$ cat config.mk
export PLATFORM = sky130hd
export DESIGN_NAME = mux_nto1_rr_flat
export DESIGN_NICKNAME = d
export VERILOG_FILES = /design/src/rtl/mux_pkg.sv /design/src/rtl/mux_nto1_rr_if.sv /design/src/rtl/rr_arbiter.sv /design/src/rtl/mux_nto1_rr.sv /design/src/flat_wrapper.sv
export SDC_FILE = /design/constraint.sdc
export NUM_CORES = 1
export LEC_CHECK = 0
export ABC_AREA = 1
export CAP_MARGIN = 40
export CORE_AREA = 2 2 85 63
export DETAILED_ROUTE_END_ITERATION = 16
export DIE_AREA = 0 0 87 65
export GPL_ROUTABILITY_DRIVEN = 1
export PLACE_DENSITY_LB_ADDON = 0.2
export SYNTH_ARGS = -nofsm -noshare
export SYNTH_HDL_FRONTEND = slang
export SYNTH_HIERARCHICAL = 1
export SYNTH_SLANG_ARGS = --single-unit
export TNS_END_PERCENT = 100
$ cat constraint.sdc
create_clock -name clk -period 2.23 [get_ports clk]
set_input_delay 0.446 -clock clk [delete_from_list [all_inputs] [get_ports clk]]
set_output_delay 0.446 -clock clk [all_outputs]
set_load 0.01 [all_outputs]
$ cat src/rtl/mux_pkg.sv
// Shared constants and types for the round-robin N-to-1 mux.
// Optional feature macro: MUX_FORCE_SEL_EN (forced channel select).
package mux_pkg;

  localparam int unsigned DefN     = 4;
  localparam int unsigned DefWidth = 8;
  localparam int unsigned DefCw    = $clog2(DefN);

  typedef logic [DefCw-1:0] ch_idx_t;

  // Index that follows idx in a ring of n entries.
  function automatic int unsigned wrap_inc(input int unsigned idx, input int unsigned n);
    return (idx + 1) % n;
  endfunction

endpackage

$ cat src/rtl/mux_nto1_rr_if.sv
// Handshake bundle between N producers and one consumer of mux_nto1_rr.
// MUX_FORCE_SEL_EN adds force_en/force_sel to the bundle.
interface mux_nto1_rr_if #(
  parameter int unsigned N     = mux_pkg::DefN,
  parameter int unsigned WIDTH = mux_pkg::DefWidth
);
  localparam int unsigned CW = $clog2(N);

  logic [N-1:0][WIDTH-1:0] in_data;
  logic [N-1:0]            in_valid;
  logic [N-1:0]            in_ready;
  logic [WIDTH-1:0]        out_data;
  logic [CW-1:0]           out_ch;
  logic                    out_valid;
  logic                    out_ready;
`ifdef MUX_FORCE_SEL_EN
  logic                    force_en;
  logic [CW-1:0]           force_sel;

  modport master (
    output in_data, in_valid, out_ready, force_en, force_sel,
    input  in_ready, out_data, out_ch, out_valid
  );
  modport slave (
    input  in_data, in_valid, out_ready, force_en, force_sel,
    output in_ready, out_data, out_ch, out_valid
  );
`else
  modport master (
    output in_data, in_valid, out_ready,
    input  in_ready, out_data, out_ch, out_valid
  );
  modport slave (
    input  in_data, in_valid, out_ready,
    output in_ready, out_data, out_ch, out_valid
  );
`endif

endinterface

$ cat src/rtl/rr_arbiter.sv
// Combinational round-robin grant: first requester after ptr, wrapping.
// Unaffected by MUX_FORCE_SEL_EN; forcing is applied to req upstream.
module rr_arbiter
  import mux_pkg::*;
#(
  parameter int unsigned N = DefN
) (
  input  logic [N-1:0]         req,
  input  logic [$clog2(N)-1:0] ptr,
  output logic [N-1:0]         gnt,
  output logic [$clog2(N)-1:0] gnt_idx
);
  localparam int unsigned CW = $clog2(N);

  always_comb begin
    int unsigned idx;
    logic        found;
    gnt     = '0;
    gnt_idx = '0;
    found   = 1'b0;
    idx     = wrap_inc(int'(ptr), N);
    for (int unsigned off = 0; off < N; off++) begin
      if (!found && req[idx]) begin
        found    = 1'b1;
        gnt[idx] = 1'b1;
        gnt_idx  = CW'(idx);
      end
      idx = wrap_inc(idx, N);
    end
  end

endmodule

$ cat src/rtl/mux_nto1_rr.sv
// N-to-1 round-robin mux with a one-word registered output slot.
// Define MUX_FORCE_SEL_EN to add force_en/force_sel channel pinning.
module mux_nto1_rr
  import mux_pkg::*;
#(
  parameter int unsigned N     = DefN,
  parameter int unsigned WIDTH = DefWidth
) (
  input logic           clk,
  input logic           rst,
  mux_nto1_rr_if.slave  bus
);
  localparam int unsigned CW = $clog2(N);

  logic [N-1:0]     req;
  logic [N-1:0]     gnt;
  logic [CW-1:0]    gnt_idx;
  logic [CW-1:0]    ptr_q;
  logic [WIDTH-1:0] data_q;
  logic [CW-1:0]    ch_q;
  logic             valid_q;
  logic             load;
  logic             ptr_upd;

`ifdef MUX_FORCE_SEL_EN
  // Shift past the top bit yields zero, so out-of-range selects grant nothing.
  always_comb begin
    req     = bus.in_valid;
    ptr_upd = 1'b1;
    if (bus.force_en) begin
      req     = bus.in_valid & (N'(1) << bus.force_sel);
      ptr_upd = 1'b0;
    end
  end
`else
  always_comb begin
    req     = bus.in_valid;
    ptr_upd = 1'b1;
  end
`endif

  rr_arbiter #(
    .N (N)
  ) u_arb (
    .req     (req),
    .ptr     (ptr_q),
    .gnt     (gnt),
    .gnt_idx (gnt_idx)
  );

  assign load         = ~valid_q | bus.out_ready;
  assign bus.in_ready = (load && !rst) ? gnt : '0;

  always_ff @(posedge clk or posedge rst) begin
    if (rst) begin
      data_q  <= '0;
      ch_q    <= '0;
      valid_q <= 1'b0;
      ptr_q   <= CW'(N - 1);
    end else if (load) begin
      if (|gnt) begin
        data_q  <= bus.in_data[gnt_idx];
        ch_q    <= gnt_idx;
        valid_q <= 1'b1;
        if (ptr_upd) ptr_q <= gnt_idx;
      end else begin
        valid_q <= 1'b0;
      end
    end
  end

  assign bus.out_data  = data_q;
  assign bus.out_ch    = ch_q;
  assign bus.out_valid = valid_q;

endmodule

$ cat src/flat_wrapper.sv
// flat-port wrapper written by rule: the top's interface ports become plain ports
module mux_nto1_rr_flat import mux_pkg::*;
#(
  parameter int unsigned N     = DefN,
  parameter int unsigned WIDTH = DefWidth
)
  (clk, rst, bus_in_data, bus_in_valid, bus_out_ready, bus_in_ready, bus_out_data, bus_out_ch, bus_out_valid);
  mux_nto1_rr_if #(.N(N), .WIDTH(WIDTH)) bus_i ();
  input logic clk;
  input logic rst;
  input wire logic [$bits(bus_i.in_data)-1:0] bus_in_data;
  input wire logic [$bits(bus_i.in_valid)-1:0] bus_in_valid;
  input wire logic [$bits(bus_i.out_ready)-1:0] bus_out_ready;
  output wire logic [$bits(bus_i.in_ready)-1:0] bus_in_ready;
  output wire logic [$bits(bus_i.out_data)-1:0] bus_out_data;
  output wire logic [$bits(bus_i.out_ch)-1:0] bus_out_ch;
  output wire logic [$bits(bus_i.out_valid)-1:0] bus_out_valid;
  assign bus_i.in_data = bus_in_data;
  assign bus_i.in_valid = bus_in_valid;
  assign bus_i.out_ready = bus_out_ready;
  assign bus_in_ready = bus_i.in_ready;
  assign bus_out_data = bus_i.out_data;
  assign bus_out_ch = bus_i.out_ch;
  assign bus_out_valid = bus_i.out_valid;
  mux_nto1_rr #(.N(N), .WIDTH(WIDTH)) u_core (.clk(clk), .rst(rst), .bus(bus_i));
endmodule
======== Yosys cells after proc, flatten, opt, wreduce, memory -nomap -nowiden ========
Index checks and enable logic that the tools add are counted.
cells by class
  add/sub/neg operators ................... 4
  multipliers ............................. 0
  div/mod/pow operators ................... 0
  order comparisons ....................... 9
  eq/ne operators ......................... 0
  shift operators ......................... 0
  muxes and demuxes ....................... 31
  bitwise logic cells ..................... 5
  reductions and logical operators ........ 14
operators with widths
  cell                                                         count
  2-to-1 mux 4 bit                                             5
  binary-select mux 8 bit (select 2 bit)                       1
  less-than comparator 2 x 3 -> 1 bit (second input constant)  5
  2-to-1 mux 1 bit                                             12
  bitwise OR 4 bit                                             3
  adder 2 x 1 -> 2 bit (second input constant)                 4
  binary-select mux 1 bit (select 2 bit)                       4
  demux 1 bit (select 2 bit)                                   4
  >= comparator 2 x 1 -> 1 bit (second input constant)         4
  logical AND 1 bit                                            8
  2-to-1 mux 2 bit                                             4
  2-to-1 mux 8 bit                                             1
  zero test 1 bit                                              4
  OR reduction 4 bit                                           1
  AND reduction 2 bit                                          1
  NOT 1 bit                                                    1
  bitwise OR 1 bit                                             1
word-level totals
  flip-flop bits (word level) ............. 13
  latch bits .............................. 0
  memory bits (writable) .................. 0
  ROM bits ................................ 0
  input bits .............................. 39
  word-level logic and storage cells ...... 67
  memories kept ........................... 0

======== Logic depth before layout (Yosys ltp) ========
Gate-level depths: netlist of the first run.
  depth after elaboration ................. 15
  mapped depth ............................ 18
  gate-level depth less buffers ........... 16

======== Hierarchy ========
Netlist of the first run, hierarchy kept.
by module, submodules not included
  module       instances  cells an instance  area each (µm²)
  mux_nto1_rr  1          161                932.1
  rr_arbiter   1          83                 514.2

======== Worst setup path before layout of the first run ========
OpenSTA, ideal clock, no wires.
  kind .................................... register to register
  from .................................... reg u_core.ptr_q[0]
  to ...................................... reg u_core.data_q[2], in the netlist u_core/bus.out_data[2]
  library setup time ...................... 116 ps
  arrival time ............................ 2304 ps
  required time ........................... 2114 ps
  path slack .............................. -190 ps
  cell stages (with the launch flop) ...... 17
  path buffers ............................ 2
  period minus slack after synthesis ...... 2420 ps
  cells stage by stage .................... dfstp_2 > inv_2 > ha_1 > inv_1 > nand3_1 > nand2_2 > nand2_1 > inv_2 > nand2_2 > a21oi_2 > buf_6 > buf_4 > nand2_1 > nand3_1 > nand2_1 > nand2_1 > nand2_1
between the ends
  longest elaborated chain between the ends .. 15
  elaborated cells on any way between the ends .. 56
ends and longest elaborated chain
  item                                                                           line               text
  start: declaration                                                             mux_nto1_rr.sv:18  logic [CW-1:0] ptr_q;
  start signal: assignment                                                       mux_nto1_rr.sv:59  ptr_q <= CW'(N - 1);
  start signal: assignment                                                       mux_nto1_rr.sv:65  if (ptr_upd) ptr_q <= gnt_idx;
  adder 2 x 1 -> 2 bit (*)                                                       mux_pkg.sv:13      return (idx + 1) % n;
  parallel branches: the longest is 11 deep, another holds adder 2 x 1 -> 2 bit  --
  2-to-1 mux 2 bit (*)                                                           rr_arbiter.sv:23   if (!found && req[idx]) begin
  via u_core.gnt_idx[0]                                                          mux_nto1_rr.sv:17  logic [CW-1:0] gnt_idx;
  binary-select mux 8 bit (select 2 bit) (*)                                     mux_nto1_rr.sv:62  data_q <= bus.in_data[gnt_idx];
  2-to-1 mux 8 bit (implied by the code) (*)                                     mux_nto1_rr.sv:62
  end signal: assignment                                                         mux_nto1_rr.sv:62
  end: declaration                                                               mux_nto1_rr.sv:19  logic [WIDTH-1:0] data_q;
Mark *: on every way through the listed nets, which the timed path passes. The select of a mux whose other input is x is not followed.
A chain may end at the register's enable or synchronous reset.

======== Final worst setup path of the first run ========
  from .................................... reg u_core.ptr_q[1]
  to ...................................... out bus_in_ready[0]
between the ends
  longest elaborated chain between the ends .. 14
  elaborated cells on any way between the ends .. 49
ends and longest elaborated chain
  item                                                                                          line                text
  adder 2 x 1 -> 2 bit (*)                                                                      mux_pkg.sv:13
  parallel branches: the longest is 11 deep, another holds less-than comparator 2 x 3 -> 1 bit  --
  2-to-1 mux 4 bit (*)                                                                          rr_arbiter.sv:23
  via u_core.gnt[0]                                                                             mux_nto1_rr.sv:16   logic [N-1:0] gnt;
  2-to-1 mux 4 bit (*)                                                                          mux_nto1_rr.sv:52   assign bus.in_ready = (load && !rst) ? gnt : '0;
  end: declaration                                                                              flat_wrapper.sv:14  output wire logic [$bits(bus_i.in_ready)-1:0] bus_in_ready;
Marks and branches as above.

==> metrics, run 1 <==
clk slew on worst S/H paths=0.05 ns; hpwl dp=3110 um; Setup violations, final=12; Tmin final=2.46 ns; metal2 WL=2040 um; row cnt=22; die height=65 um; fmax=406 MHz; Cell variety after synth=19; DR top layer=met3; first-pass GRT wire length=7190 um; first-pass iteration count of the detailed router=4; CP Data Arrival Time=2.01 ns; final slew viol count=0; DR DRC count=0; vias=1718; Util after Layout=52.9%; synthesized netlist cell count=244; CTS H-Tree Depth=1; Antenna diodes=0; layout cells sized above 1=32.4%; FF+latch area=328 um2; die width=87 um; P&R area growth vs syn=80.4%; vias per cell=4.37; area of the multi-input gates=1050 um2; max-cap violations=0; critical path fanouts, max=4; number of synthesized register bits=13; Die ar.=5660 um2; antenna violations before repair=0; failing checks=negative setup slack; Final ANT Viol Nets=0; outcome=finished, violations left; syn_nets=291; wire per inst=11.3 um; PortBufs=53; Total GRT Usage=15.8%; crit-path cells=inv_4 > ha_4 > inv_4 > nand3_2 > nand2_2 > nor2_4 > buf_6 > nand3_2 > nand3_2 > inv_1 > nor2_1 > buf_2; Max Clock Skew=0.00169 ns; hold wc startpoint=u_core/bus.out_data[6]; GRT Residual Overflow=0; routed wl met3=240 um; slowest CP cell=dfstp_2; Starting Density=29.4%; Syn Std Cell Area=1450 um2; RSZ-0062 raised after global routing=true; CTS tree=yes; Tcrit/Tclk final=110%; r2r startpoint=u_core/ptr_q[1]; Fill cells=469; worst-skew pair later-pin latency=0.24 ns; WHS Path Cells=2; Final GP Congestion=0.839; clock tree buffer depth=2; Worst setup EP type=output pin; Cells after DPL=374; Worst Hold End=u_core/bus.out_data[6]; syn_area_per_cell=5.93 um2; RR Endpoint=u_core/bus.out_data[3]; Final Hold Fails=0; Cell Count, Final, Fillers Out=393; CP most frequent cell=nand3_2; Total Wirelength=4430 um; largest net degree at the start of global routing=14; Seq/Total Area, Yosys=22.7%; worst min path class=flop to flop; Final WS setup=-0.230 ns; Fin Hold WS=0.486 ns; warning count from the yosys run=6; reg2reg setup slack=-0.16 ns; Worst Reg-to-Reg Cells=18; Place WS=-0.508 ns; met1 wire length=2150 um; WS Path Type=flop to output pin; CP max stage delay=0.56 ns; Worst EP required=1.78 ns; CTS buffer count=3; slew margin rel.=84.0%; Top-Level Pins=54; vias in the first global route=1573; Final #Nets=381; clk sinks=13; startpoint types=flop; Core Region=4930 um2; Initial DRC Count=59; clk root buf=clkbuf_8; Tightest Pin Transition=0.238 ns
## cell usage after synthesis
cell,number,share of area (%)
a21boi_0,2,1.0
a21oi_1,8,2.8
a21oi_2,1,0.61
buf_2,1,0.35
buf_4,2,1.0
buf_6,2,1.6
dfrtp_1,11,19
dfstp_2,2,3.6
ha_1,8,6.9
inv_1,45,12
inv_2,6,1.6
inv_4,1,0.43
nand2_1,90,23
nand2_2,10,4.3
nand2_4,4,3.1
nand3_1,37,13
nor2_1,11,2.9
nor2_4,2,1.6
nor2_8,1,1.4
## registers in the layout (all words and copies together) (netlist names)
register / flops
u_core/ptr_q: 2
u_core/bus.out_ch: 2
u_core/bus.out_valid: 1
u_core/bus.out_data: 8
## through the flow
stage | instance area (um2) | TNS [ns]
final | 2610 | -1.81
after global routing | 2610 | -3.55
after CTS | 2510 | -2.04
after detailed placement | 2200 | -3.82
after global placement | 2200 | -3.24
after floorplan | 1460 | 0
## layout make-up
class	instances	share of cell area, %
clock buffer	4	1.73
tap	60	2.88
inverter	52	8.54
timing repair buffer	89	33.6
timing repair inverter	1	0.432
sequential	13	12.6
multi-input combinational	174	40.3
## critical path: cells and delay by family, from the launching register on
family	cells	cell delay [ns]
adders and majority gates	1	0.29
buffers and inverters	5	0.40
DFF	1	0.56
and+or+nand+nor	6	0.54
## cells in the final DEF, fill, tap and decap left out, types with 3 or more instances in the layout
| master | Yosys | final |
|---|---|---|
| a21oi_1 | 8 | 4 |
| a21oi_2 | 1 | 4 |
| buf_2 | 1 | 4 |
| buf_4 | 2 | 24 |
| buf_6 | 2 | 8 |
| clkbuf_8 | 0 | 3 |
| clkdlybuf4s50_1 | 0 | 49 |
| dfrtp_1 | 11 | 11 |
| ha_1 | 8 | 4 |
| inv_1 | 45 | 40 |
| inv_2 | 6 | 5 |
| inv_4 | 1 | 6 |
| nand2_1 | 90 | 82 |
| nand2_2 | 10 | 16 |
| nand2_4 | 4 | 4 |
| nand3_1 | 37 | 26 |
| nand3_2 | 0 | 11 |
| nor2_1 | 11 | 6 |
| nor2_2 | 0 | 4 |
| nor2_4 | 2 | 3 |
## cell families after synthesis
| group | share of synthesized area [%] |
|---|---|
| buf+inv | 16.6 |
| compound gates | 4.41 |
| flops | 22.7 |
| fa+ha+maj | 6.92 |
| simple gates | 49.4 |
## worst max-delay path by stage
| stage | end | startpoint | cells after the start | slack (ns) |
|---|---|---|---|---|
| floorplan | u_core/bus.out_data[2] | u_core/ptr_q[0] | 16 | 0.005 |
| global placement | bus_in_ready[1] | bus_in_valid[1] | 11 | -0.48 |
| detailed placement | bus_in_ready[0] | bus_in_valid[1] | 11 | -0.51 |
| CTS | bus_in_ready[1] | u_core/ptr_q[1] | 11 | -0.22 |
| global route | bus_in_ready[0] | u_core/ptr_q[0] | 12 | -0.31 |
| finish | bus_in_ready[0] | u_core/ptr_q[1] | 12 | -0.23 |
## layer usage
layer  vias to the layer above  global-route usage (%)
met5                         -                       0
met4                         0                    1.76
met3                         0                    3.18
met2                        53                    24.6
met1                       749                    23.1
li1                        916                       -
## what timing repair did
item / in CTS / in global routing
hold buffers: 0 / 0
gates resized for setup: 55 / 23
cloned: 3 / 0
setup endpoints to repair: 12 / 17
buffers inserted: 10 / 3
pin swaps: 15 / 18
Power of run 1 is left out: the tool's default activity adds up to more than one toggle a clock period on the data nets, which glitch-free logic cannot reach.
==> inputs of run 2 (changes only) <==
--- a/config.mk
+++ b/config.mk
@@ -10,7 +10,6 @@
 export CORE_AREA = 2 2 85 63
 export DETAILED_ROUTE_END_ITERATION = 16
 export DIE_AREA = 0 0 87 65
-export GPL_ROUTABILITY_DRIVEN = 1
 export PLACE_DENSITY_LB_ADDON = 0.2
 export SYNTH_ARGS = -nofsm -noshare
 export SYNTH_HDL_FRONTEND = slang
==> results of run 2 <==
No change in the layout: final DEF, timing and power equal those of run 1.
Power of run 2 is left out for the same reason.
